File: src/rtl/spi_arb_pkg.sv
// Shared derivations, frame field positions and FSM state for spi_minion_arbiter.
package spi_arb_pkg;

    typedef enum logic {
        IDLE = 1'b0,
        XFER = 1'b1
    } arb_state_e;

    function automatic int addr_bits_f(input int nreq);
        return $clog2(nreq);
    endfunction

    function automatic int pw_f(input int nbits, input int nreq);
        return nbits - 1 - $clog2(nreq);
    endfunction

    function automatic int val_pos_f(input int nbits);
        return nbits - 1;
    endfunction

    function automatic int addr_msb_f(input int nbits);
        return nbits - 2;
    endfunction

endpackage

File: src/rtl/arb_round_robin.sv
// Combinational round-robin picker: first asserted request at or above ptr, with wrap.
module arb_round_robin
    import spi_arb_pkg::*;
#(
    parameter int NREQ = 4
) (
    input  logic [NREQ-1:0]              req,
    input  logic [addr_bits_f(NREQ)-1:0] ptr,
    output logic [NREQ-1:0]              grant,
    output logic [addr_bits_f(NREQ)-1:0] grant_idx,
    output logic                         grant_any
);

    localparam int AB = addr_bits_f(NREQ);

    logic [NREQ-1:0] rot_req;
    logic [AB-1:0]   offset;

    // rot_req[k] is the request k places above the pointer
    generate
        for (genvar gi = 0; gi < NREQ; gi++) begin : g_rot
            logic [AB-1:0] src;
            assign src         = ptr + AB'(gi);
            assign rot_req[gi] = req[src];
        end
    endgenerate

    always_comb begin
        offset = '0;
        for (int k = NREQ - 1; k >= 0; k--) begin
            if (rot_req[k]) begin
                offset = AB'(k);
            end
        end
    end

    assign grant_any = |rot_req;
    assign grant_idx = ptr + offset;
    assign grant     = grant_any ? (NREQ'(1) << grant_idx) : '0;

endmodule

File: src/rtl/spi_minion_arbiter.sv
// Shares one SPI minion link between NREQ source/sink pairs.
// Optional saturating drop counter enabled by defining SPI_ARB_DROP_CNT_EN.
module spi_minion_arbiter
    import spi_arb_pkg::*;
#(
    parameter int NBITS = 16,
    parameter int NREQ  = 4
) (
    input  logic                  clk,
    input  logic                  reset_n,
    input  logic                  pull_en,
    output logic [NBITS-1:0]      pull_msg,
    input  logic                  push_en,
    input  logic [NBITS-1:0]      push_msg,
    input  logic [NREQ-1:0]       in_val,
    input  logic [NREQ*pw_f(NBITS, NREQ)-1:0] in_msg,
    output logic [NREQ-1:0]       in_rdy,
    output logic [NREQ-1:0]       out_val,
    output logic [NREQ*pw_f(NBITS, NREQ)-1:0] out_msg,
    input  logic [NREQ-1:0]       out_rdy,
    output logic [7:0]            drop_cnt
);

    localparam int ADDR_BITS = addr_bits_f(NREQ);
    localparam int PW        = pw_f(NBITS, NREQ);
    localparam int VAL_POS   = val_pos_f(NBITS);
    localparam int ADDR_MSB  = addr_msb_f(NBITS);

    generate
        if (PW < NREQ) begin : g_bad_pw
            $error("spi_minion_arbiter: payload width must be >= NREQ to carry the status bits");
        end
    endgenerate

    arb_state_e            state_q, state_d;
    logic [ADDR_BITS-1:0]  ptr_q, ptr_d;
    logic [NREQ-1:0]       out_val_q, out_val_d;
    logic [NREQ*PW-1:0]    out_msg_q, out_msg_d;

    logic [NREQ-1:0]       grant;
    logic [ADDR_BITS-1:0]  grant_idx;
    logic                  grant_any;

    logic                  push_live;
    logic                  push_frame_val;
    logic [ADDR_BITS-1:0]  push_addr;
    logic [PW-1:0]         push_payload;
    logic [NREQ-1:0]       accept;

    arb_round_robin #(.NREQ(NREQ)) u_rr (
        .req       (in_val),
        .ptr       (ptr_q),
        .grant     (grant),
        .grant_idx (grant_idx),
        .grant_any (grant_any)
    );

    assign push_live      = push_en && (state_q == XFER);
    assign push_frame_val = push_msg[VAL_POS];
    assign push_addr      = push_msg[ADDR_MSB -: ADDR_BITS];
    assign push_payload   = push_msg[PW-1:0];

    // Push completes a transfer before a same-cycle pull can start the next one
    always_comb begin
        state_d = state_q;
        if (push_en) begin
            state_d = IDLE;
        end
        if (pull_en) begin
            state_d = XFER;
        end
    end

    always_comb begin
        pull_msg = '0;
        in_rdy   = '0;
        ptr_d    = ptr_q;
        if (pull_en && grant_any) begin
            pull_msg[VAL_POS]               = 1'b1;
            pull_msg[ADDR_MSB -: ADDR_BITS] = grant_idx;
            pull_msg[PW-1:0]                = in_msg[grant_idx*PW +: PW];
            in_rdy                          = grant;
            ptr_d                           = grant_idx + ADDR_BITS'(1);
        end else begin
            pull_msg[NREQ-1:0] = out_val_q;
        end
    end

    generate
        for (genvar gi = 0; gi < NREQ; gi++) begin : g_dest
            logic hit;
            assign hit        = push_live && push_frame_val && (push_addr == ADDR_BITS'(gi));
            assign accept[gi] = hit && (!out_val_q[gi] || out_rdy[gi]);

            always_comb begin
                out_val_d[gi]             = out_val_q[gi];
                out_msg_d[gi*PW +: PW]    = out_msg_q[gi*PW +: PW];
                if (accept[gi]) begin
                    out_val_d[gi]          = 1'b1;
                    out_msg_d[gi*PW +: PW] = push_payload;
                end else if (out_val_q[gi] && out_rdy[gi]) begin
                    out_val_d[gi]          = 1'b0;
                end
            end
        end
    endgenerate

    always_ff @(posedge clk or negedge reset_n) begin
        if (!reset_n) begin
            state_q   <= IDLE;
            ptr_q     <= '0;
            out_val_q <= '0;
            out_msg_q <= '0;
        end else begin
            state_q   <= state_d;
            ptr_q     <= ptr_d;
            out_val_q <= out_val_d;
            out_msg_q <= out_msg_d;
        end
    end

    assign out_val = out_val_q;
    assign out_msg = out_msg_q;

`ifdef SPI_ARB_DROP_CNT_EN
    logic [7:0] drop_cnt_q, drop_cnt_d;
    logic       drop;

    // A push arriving outside a transfer is lost just like one refused by a full buffer
    assign drop = (push_en && (state_q == IDLE)) ||
                  (push_live && push_frame_val && !(|accept));

    always_comb begin
        drop_cnt_d = drop_cnt_q;
        if (drop && (drop_cnt_q != 8'hFF)) begin
            drop_cnt_d = drop_cnt_q + 8'd1;
        end
    end

    always_ff @(posedge clk or negedge reset_n) begin
        if (!reset_n) begin
            drop_cnt_q <= 8'h00;
        end else begin
            drop_cnt_q <= drop_cnt_d;
        end
    end

    assign drop_cnt = drop_cnt_q;
`else
    assign drop_cnt = 8'h00;
`endif

endmodule
File: config.mk
export PLATFORM = sky130hd
export DESIGN_NAME = spi_minion_arbiter
export DESIGN_NICKNAME = d
export VERILOG_FILES = /design/src/rtl/spi_arb_pkg.sv /design/src/rtl/arb_round_robin.sv /design/src/rtl/spi_minion_arbiter.sv
export SDC_FILE = /design/constraint.sdc
export NUM_CORES = 1
export LEC_CHECK = 0
export ABC_CLOCK_PERIOD_IN_PS = 3100
export BUFFER_PORTS_ARGS = -buffer_cell sky130_fd_sc_hd__buf_2
export CORE_UTILIZATION = 46
export DETAILED_ROUTE_END_ITERATION = 10
export MAX_ROUTING_LAYER = met4
export PLACE_DENSITY = 0.83
export SYNTH_ARGS = -nofsm -noshare
export SYNTH_HDL_FRONTEND = slang
export SYNTH_SLANG_ARGS = --single-unit
File: constraint.sdc
create_clock -name clk -period 3.1 [get_ports clk]
set_input_delay 0.31 -clock clk [delete_from_list [all_inputs] [get_ports clk]]
set_output_delay 0.31 -clock clk [all_outputs]
set_load 0.01 [all_outputs]
# Yosys cells after proc, flatten, opt, wreduce, memory -nomap -nowiden
# Cells that the tools add are included.
dict set report totals {
  regBits 59
  latchBits 0
  ram_bits 0
  mem_bits_ro 0
  input_bits 80
  output_inout_bits 84
  word_cells 81
  memories 0
}
dict set report op_classes {
  addsub 5
  n_mul 1
  div_mod_pow 0
  magnitude_cmp 4
  n_eq_ne 3
  shifts 2
  muxes 26
  bitwise_logic 0
  reduce_logical 30
}
# cell count
set ops {}
lappend ops {{52-bit by 7-bit variable part select with 13-bit output} 1}
lappend ops {{1-bit logical AND} 15}
lappend ops {{1-bit 2-to-1 mux} 14}
lappend ops {{2-bit by 3-bit < comparator with 1-bit output, second input constant} 4}
lappend ops {{12-bit 2-to-1 mux} 1}
lappend ops {{4-bit 2-to-1 mux} 3}
lappend ops {{2-bit nonzero test} 5}
lappend ops {{1-bit binary-select mux with 2-bit select} 4}
lappend ops {{2-bit 2-to-1 mux} 4}
lappend ops {{2-bit by 4-bit multiplier with 6-bit output, second input constant} 1}
lappend ops {{2-bit by 1-bit adder with 2-bit output, second input constant} 2}
lappend ops {{2-bit adder, second input constant} 2}
lappend ops {{2-bit == test, second input constant} 2}
lappend ops {{1-bit zero test} 4}
lappend ops {{1-bit logical OR} 4}
lappend ops {{4-bit OR reduction} 1}
lappend ops {{1-bit by 2-bit left shift with 4-bit output, first input constant} 1}
lappend ops {{2-bit adder} 1}
lappend ops {{2-bit by 1-bit == test with 1-bit output, second input constant} 1}
lappend ops {{2-bit zero test} 1}

# Logic depth before layout (Yosys ltp)
# Gate-level depths: netlist (run 1).
dict set report logic_depth {
  word_depth 11
  depth_mapped 13
}

# By module
# From an unflattened synthesis (run 1), not the netlist that was laid out.
dict set report unflattened {
  cells_unflattened 226
  hier_area_um2 3140.5
}
# module instances cells_per_inst area_each_um2
set by_module_without_submodules {}
lappend by_module_without_submodules {spi_minion_arbiter 1 189 2850.2}
lappend by_module_without_submodules {arb_round_robin 1 37 290.3}

# Worst setup path before layout (run 1)
# No wires, ideal clock.
dict set report synth_path {
  kind {reg-to-output}
  start {reg ptr_q[1]}
  end {out pull_msg[2]}
  arrival_time_ps 2576
  t_required_ps 2790
  slack_ps 214
  stages_incl_launch_ff 12
  n_path_buf 2
  cell_sequence {dfrtp_1 > clkbuf_1 > o21ai_0 > a21oi_1 > nor3_1 > a21oi_1 > ha_1 > buf_1 > mux2_2 > o211a_1 > o21ai_0 > nand3_1}
}
dict set report synth_via {
  elab_chain_len 11
  elab_cells_between_ends 21
}
# element line
set synth_lines {}
lappend synth_lines {{start, declared} spi_minion_arbiter.sv:36} ;# logic [ADDR_BITS-1:0] ptr_q, ptr_d;
lappend synth_lines {{start signal, assigned} spi_minion_arbiter.sv:116} ;# ptr_q <= ptr_d;
lappend synth_lines {{2-bit adder} arb_round_robin.sv:23} ;# assign src = ptr + AB'(gi);
lappend synth_lines {{1-bit binary-select mux with 2-bit select} arb_round_robin.sv:24} ;# assign rot_req[gi] = req[src];
lappend synth_lines {{1-bit 2-to-1 mux (implied by the code)} arb_round_robin.sv:24}
lappend synth_lines {{2-bit 2-to-1 mux (4 in series)} arb_round_robin.sv:31} ;# if (rot_req[k]) begin
lappend synth_lines {{2-bit adder} arb_round_robin.sv:38} ;# assign grant_idx = ptr + offset;
lappend synth_lines {{2-bit by 4-bit multiplier with 6-bit output} spi_minion_arbiter.sv:81} ;# pull_msg[PW-1:0] = in_msg[grant_idx*PW +: PW];
lappend synth_lines {{52-bit by 7-bit variable part select with 13-bit output} spi_minion_arbiter.sv:81}
lappend synth_lines {{4-bit 2-to-1 mux *} spi_minion_arbiter.sv:78} ;# if (pull_en && grant_any) begin
lappend synth_lines {{end, declared} spi_minion_arbiter.sv:12} ;# output logic [NBITS-1:0] pull_msg,
# Every way passes the cells marked *; elsewhere a longest branch is shown, timed or not. The select of a mux whose other input is x is not followed.

# Worst setup path after layout (run 1)
dict set report layout_path {
  start {reg ptr_q[1]}
  end {out pull_msg[7]}
}
dict set report layout_via {
  elab_chain_len 11
  elab_cells_between_ends 21
}
# element line
set layout_lines {}
lappend layout_lines {{2-bit adder} arb_round_robin.sv:23}
lappend layout_lines {{1-bit binary-select mux with 2-bit select} arb_round_robin.sv:24}
lappend layout_lines {{1-bit 2-to-1 mux (implied by the code)} arb_round_robin.sv:24}
lappend layout_lines {{2-bit 2-to-1 mux (4 in series)} arb_round_robin.sv:31}
lappend layout_lines {{2-bit adder} arb_round_robin.sv:38}
lappend layout_lines {{2-bit by 4-bit multiplier with 6-bit output} spi_minion_arbiter.sv:81}
lappend layout_lines {{52-bit by 7-bit variable part select with 13-bit output} spi_minion_arbiter.sv:81}
lappend layout_lines {{12-bit 2-to-1 mux *} spi_minion_arbiter.sv:78}
# Marked as above.

==> impl_metrics.toml, run 1 <==
[synth]
syn_area_um2 = 3190
synthDistinctLibCells = 42
synth-seq-cells = 59
avgSynthCellArea_um2 = 12.3
synth_top_family_by_area = "multiplexers"
synth_compound_area_share_pct = 8.12
synth_simple_gate_area_share_pct = 9.62
synthXorXnorAreaFrac_pct = 1.73
synth_ff_type = "dfrtp_1"
muxShareOfSynthArea_pct = 29.1
ys_seq_area_share_pct = 46.3
synth-async-reset-ratio_pct = 100
syn_inst = 260
synth_edf_count = 0
ys.warnings.count = 0
synth-adder-area-share_pct = 0.392

[setup_path]
rrSetupSlack_ns = 0.89
worstPathCellList = "buf_4 -> nor2_2 -> a32oi_2 -> o22ai_4 -> xnor3_2 -> mux4_2 -> and2_1 -> buf_2"
r2r-end = "ptr_q[1]"
setup.worst_path.start_class = "register"
arrival_ns = 2.73
r2r-start = "ptr_q[1]"
slowest_delay_ns = 0.55
required_ns = 2.79
end_kind = "primary output"
path_max_fanout = 14
path_class = "register to primary output"
reg2regPathDepth = 9
cp_slowest_cell = "xnor3_2"

[route]
wl_um = 8950
drtIter0Drc = 77
ant_nets = 0
firstDrtPassIters = 4
drc = 0
viasPerCell = 5.47
wl_per_cell_um = 17.6
via_count = 2785

[layout]
area_growth_pct = 36.6
nets = 508
diodes = 0
fin_util_pct = 66.7
final_cells = 509
layout-drive-gt1-share_pct = 59.7
fin_area_um2 = 4360

[min_path]
hp-class = "input pin to asynchronous set/reset pin"

[power]
p_leak_nw = 2.26
vdd_drop_max_v = 0.000460
powerDensity_nw_per_um2 = 909
power_mw = 3.96

[clock_tree]
cts_buffers = 9
clockRootBuffer = "clkbuf_8"
cts.sinks = 59
ctsHoldBuffers = 0
cts_tree = "yes"
clk_pin_slew_ns = 0.07
clk_latency_ns = 0.32
htree_levels = 3
cts_buffer_depth = 2

[die]
core_area_um2 = 6530
rows = 29
die_x_um = 85.3
design.die.area_um2 = 7270
fp.dieH_um = 85.3
initial_core_util_pct = 48.8
ios = 164

[sta]
slew_headroom_pct = 44.5
hold_violations = 0
finClkSkew_ns = 0.0120
drv_slew = 0
finalCritPeriodShare_pct = 98.0
setup-violations-final = 0
tightest_slew_ns = 0.831
final.min_clock_period_ns = 3.04
clock.fmax_ghz = 0.329
hold_ws_ns = 0.0526

[placement]
hpwl_um = 6350
placedInstanceArea_um2 = 4050
dp.cells = 486
io_buffers = 155
place.gp.congestion = 0.841

[run_status]
outcome = "complete, no violations"

[global_routing]
antenna_found_initial = 0
grt_pass1_wl_um = 13300
grt_overflow_total = 0
grt_util_all_layers_pct = 24.4
first_global_vias = 2781
grt_max_degree = 35

[flow_run]
drv_cap = 0
## critical path, delay by kind of cell, from the launching register on
kind	cells	cell delay, ns
buffers and inverters	2	0.29
xor gates and xnor gates	1	0.55
AOI/OAI and AO/OA	2	0.44
and+or+nand+nor	2	0.33
DFF	1	0.44
muxes	1	0.34
## worst max path at each step
stage                   to  slack, ns      start
5_1_grt        pull_msg[7]      -0.05   ptr_q[1]
6_report       pull_msg[7]       0.06   ptr_q[1]
3_3_place_gp   pull_msg[4]       0.41  in_val[2]
4_1_cts        pull_msg[5]       0.04   ptr_q[1]
3_5_place_dp   pull_msg[5]       0.33  in_val[2]
2_1_floorplan  pull_msg[2]       0.21   ptr_q[1]
## power by group
part / total (mW) / internal (mW) / switching (mW)
registers: 1.08 / 0.964 / 0.117
logic: 2.26 / 1.21 / 1.05
clock network: 0.620 / 0.331 / 0.289
total: 3.96 / 2.51 / 1.45
## synth_stat cells (2+ instances only)
cell / number / area [µm²]
nor2b_1: 3 / 18.8
nand3_1: 7 / 35.0
nor3_1: 6 / 30.0
mux4_2: 4 / 90.1
buf_1: 2 / 7.51
nor2_1: 11 / 41.3
a22oi_1: 4 / 30.0
dfrtp_1: 59 / 1480
o211ai_1: 4 / 30.0
nand2_1: 11 / 41.3
o211a_1: 4 / 40.0
mux2i_1: 6 / 60.1
and2_1: 10 / 62.6
inv_1: 8 / 30.0
buf_4: 8 / 60.1
mux4_1: 5 / 131
a21oi_1: 9 / 45.0
clkbuf_1: 9 / 33.8
mux2_2: 55 / 619
o21ai_0: 7 / 35.0
nand2b_1: 7 / 43.8
## final cells by class
class                           instances  area [µm²]
Clock buffer                           12         155
Clock inverter                          4        25.0
Fill cell                             503        2180
Inverter                                8        30.0
Multi-Input combinational cell        179        1640
Sequential cell                        59        1480
Tap cell                               77        96.3
Timing Repair Buffer                  170         936
## sequential cells by signal (all words and copies together) (netlist names)
name	cells
out_val	4
ptr_q	2
out_msg	52
state_q	1
## metal layers
metal | global-route usage, % | up-vias | part of all wire, %
met3 | 7.30 | 24 | 7.5
met1 | 27.0 | 1360 | 40
met4 | 9.39 | 0 | 3.2
met5 | - | - | 0
met2 | 41.6 | 139 | 50
li1 | - | 1262 | -
## cells by family (layout without fill, tap and decap cells)
kind of cell    Yosys count  after routing
simple gates             60             60
mux                      72             72
flops                    59             59
compound gates           35             35
other cells               1              8
fa+ha+maj                 1              1
xor+xnor                  3              3
buf+inv                  29            194
## metrics by stage
| step | TNS (ns) | setup WS [ns] |
|---|---|---|
| after CTS | 0 | 0.0447 |
| after detailed placement | 0 | 0.330 |
| after floorplan | 0 | 0.214 |
| final | 0 | 0.0615 |
| after global placement | 0 | 0.408 |
| after global routing | -0.167 | -0.0484 |
## layout by cell type, fill, tap and decap left out, types with 2 or more instances in the layout
cell / count
o211ai_1: 4
a22oi_1: 4
mux2_2: 54
nand3_1: 7
nor2_1: 10
mux2_4: 2
buf_4: 12
a21oi_2: 3
clkinvlp_4: 2
nor2b_1: 3
clkinv_2: 2
clkbuf_8: 11
mux4_2: 4
buf_2: 155
nand2_1: 10
conb_1: 8
clkbuf_16: 2
mux2i_1: 6
inv_1: 8
o211a_1: 4
mux4_1: 5
a21oi_1: 6
dfrtp_1: 58
o21ai_0: 5
o21ai_1: 2
nand2b_1: 7
nor3_1: 6
and2_1: 10
## timing repair
action | 4_1_cts | 5_1_grt
resized for setup | 0 | 11
setup buffers | 0 | 5
setup endpoints to repair | 0 | 13
Power figures use the tool's default switching activity.
==> inputs of run 2 (changes only) <==
CORE_UTILIZATION = 45   (was 46)
PLACE_DENSITY = 0.82   (was 0.83)
SYNTH_HIERARCHICAL = 1   (was unset)
==> impl_metrics.toml, run 2 <==
[run_status]
outcome = "finished, violations left"
violations = "negative setup slack"

[route]
wl_met1_um = 3590
wl_per_cell_um = 18.3
drc = 0
wl_um = 8830
viasPerCell = 5.34
highest_layer = "met4"
wl_met3_um = 417
firstDrtPassIters = 4
drtIter0Drc = 114
met2_length_um = 4640
ant_nets = 0
via_count = 2572

[setup_path]
required_ns = 2.79
reg2regPathDepth = 12
r2r-start = "ptr_q[1]"
r2r-end = "ptr_q[1]"
rrSetupSlack_ns = 0.90
worstPathCellList = "nand2_2 -> a21oi_2 -> o2bb2ai_1 -> o21a_1 -> ha_4 -> xnor2_4 -> xnor2_2 -> buf_6 -> buf_12 -> mux4_2 -> mux2_4 -> buf_6"
slowest_delay_ns = 0.45
path_max_fanout = 7
critPathBufInv = 3
arrival_ns = 2.79
end_kind = "primary output"
critPathTopFamily = "multiplexers"
setup.worst_path.start_class = "register"
path_class = "register to primary output"
cpMostUsedCell = "buf_6"
cp_slowest_cell = "dfrtp_2"

[layout]
regArea_um2 = 1480
final_cell_mix = "buf_2, dfrtp_1, mux2_2, nand2_1, nor2b_1"
multiInputGateArea_um2 = 1570
nets = 478
fillers = 550
diodes = 0
layout-drive-gt1-share_pct = 66.9
fin_util_pct = 63.7
largest_reg_flops = 52
fin_area_um2 = 4300
mostFrequentLayoutCell = "buf_2"
area_growth_pct = 37.0
final_cells = 482

[sta]
setup-violations-final = 1
clock.fmax_ghz = 0.322
setup_ws_ns = -0.00339
grt_setup_unrepaired = "yes"
tightest_slew_ns = 0.761
slew_headroom_pct = 49.3
hold_violations = 0
hold_ws_ns = 0.126
finalCritPeriodShare_pct = 100
fin_setup_tns_ns = -0.00339
finClkSkew_ns = 0.0113
drv_slew = 0
final.min_clock_period_ns = 3.10

[synth]
synth_top_area_share_pct = 47.0
ys.warnings.count = 6
synth_ff_type = "dfrtp_1"
synth-async-reset-ratio_pct = 100
synth-seq-cells = 59
syn_area_um2 = 3140
ys_top_cells_by_area = "dfrtp_1, mux2_2, mux4_2, nor2b_1, mux4_1"
avgSynthCellArea_um2 = 13.9
yosys-top-cells-count = "dfrtp_1, mux2_2, nand2_1, nor2b_1"
synth_edf_count = 0
ys_seq_area_share_pct = 47.0
syn_inst = 226
synthDistinctLibCells = 44
yosysMostFrequentCell = "dfrtp_1"
yosys.area.top_type = "dfrtp_1"

[global_routing]
grt_pass1_wl_um = 12700
antenna_found_initial = 0
grt_max_degree = 60
first_global_vias = 2477
grt_overflow_total = 0
grt_util_all_layers_pct = 23.4

[clock_tree]
cts.sinks = 59
cts_buffer_depth = 2
cts_buffers = 9
clk_latency_ns = 0.34
clk_pin_slew_ns = 0.08
cts_tree = "yes"
htree_levels = 3
clockRootBuffer = "clkbuf_8"
ctsHoldBuffers = 0

[min_path]
hp-class = "input pin to asynchronous set/reset pin"

[placement]
dp_slack_ns = 0.151
place.gp.congestion = 0.861
hpwl_um = 6080
dp.cells = 454
io_buffers = 155
placedInstanceArea_um2 = 3910

[die]
ios = 164
rows = 30
initial_core_util_pct = 46.5
core_area_um2 = 6760
design.die.area_um2 = 7320
die_x_um = 85.5
fp.dieH_um = 85.5

[flow_run]
drv_cap = 0

[power]
power_mw = 4.09
vdd_drop_max_v = 0.000413
p_leak_nw = 2.16
powerDensity_nw_per_um2 = 950
==> run 2: changes by cell type after synthesis, sizes merged, moves of 5 or more <==
cell and change:
nor2 -8, buf +6, o21ai -5, nor2b +10, and2 -10, clkbuf -8
a21oi -7
==> run 2: repair_timing <==
action | 4_1_cts | 5_1_grt
pin swaps | 0 | 5
resized for setup | 5 | 17
setup endpoints to repair | 14 | 14
setup buffers | 5 | 7
==> run 2: cells by family (layout without fill, tap and decap cells) <==
group,count (synthesis),after routing,share of synthesized area (%)
multiplexers,74,74,31.5
flip-flops,59,59,47.0
AND/OR/NAND/NOR,51,51,10.0
buffers and inverters,23,192,5.94
AO/OA/AOI/OAI,13,13,3.90
XOR/XNOR,4,4,1.12
adder cells (fa/ha/maj),1,1,0.398
other,1,8,0.119
==> run 2: worst max-delay path by stage <==
stage	from	endpoint	cells after the start
detailed placement	ptr_q[1]	pull_msg[3]	11
finish	ptr_q[1]	pull_msg[3]	12
global placement	in_val[2]	pull_msg[1]	12
floorplan	ptr_q[1]	pull_msg[10]	11
global route	ptr_q[1]	pull_msg[1]	12
CTS	ptr_q[1]	pull_msg[3]	11
==> run 2: layer usage <==
| layer | up-vias | GRT usage, % |
|---|---|---|
| li1 | 1150 | - |
| met1 | 1290 | 30.1 |
| met2 | 108 | 38.1 |
| met3 | 24 | 4.91 |
| met4 | 0 | 5.91 |
| met5 | - | - |
==> run 2: area by class of cell <==
| class | count | area share, % |
|---|---|---|
| clock buffer | 9 | 2.88 |
| sequential | 59 | 34.4 |
| tap | 80 | 2.33 |
| timing repair buffer | 172 | 22.3 |
| clock inverter | 7 | 1.34 |
| inverter | 4 | 0.349 |
| multi-input combinational | 151 | 36.4 |
==> run 2: power breakdown <==
part | leakage (nW) | switching (mW) | internal (mW)
sequential | 0.721 | 0.120 | 0.960
combinational | 1.36 | 1.01 | 1.35
clock | 0.0833 | 0.349 | 0.300
total | 2.16 | 1.48 | 2.61
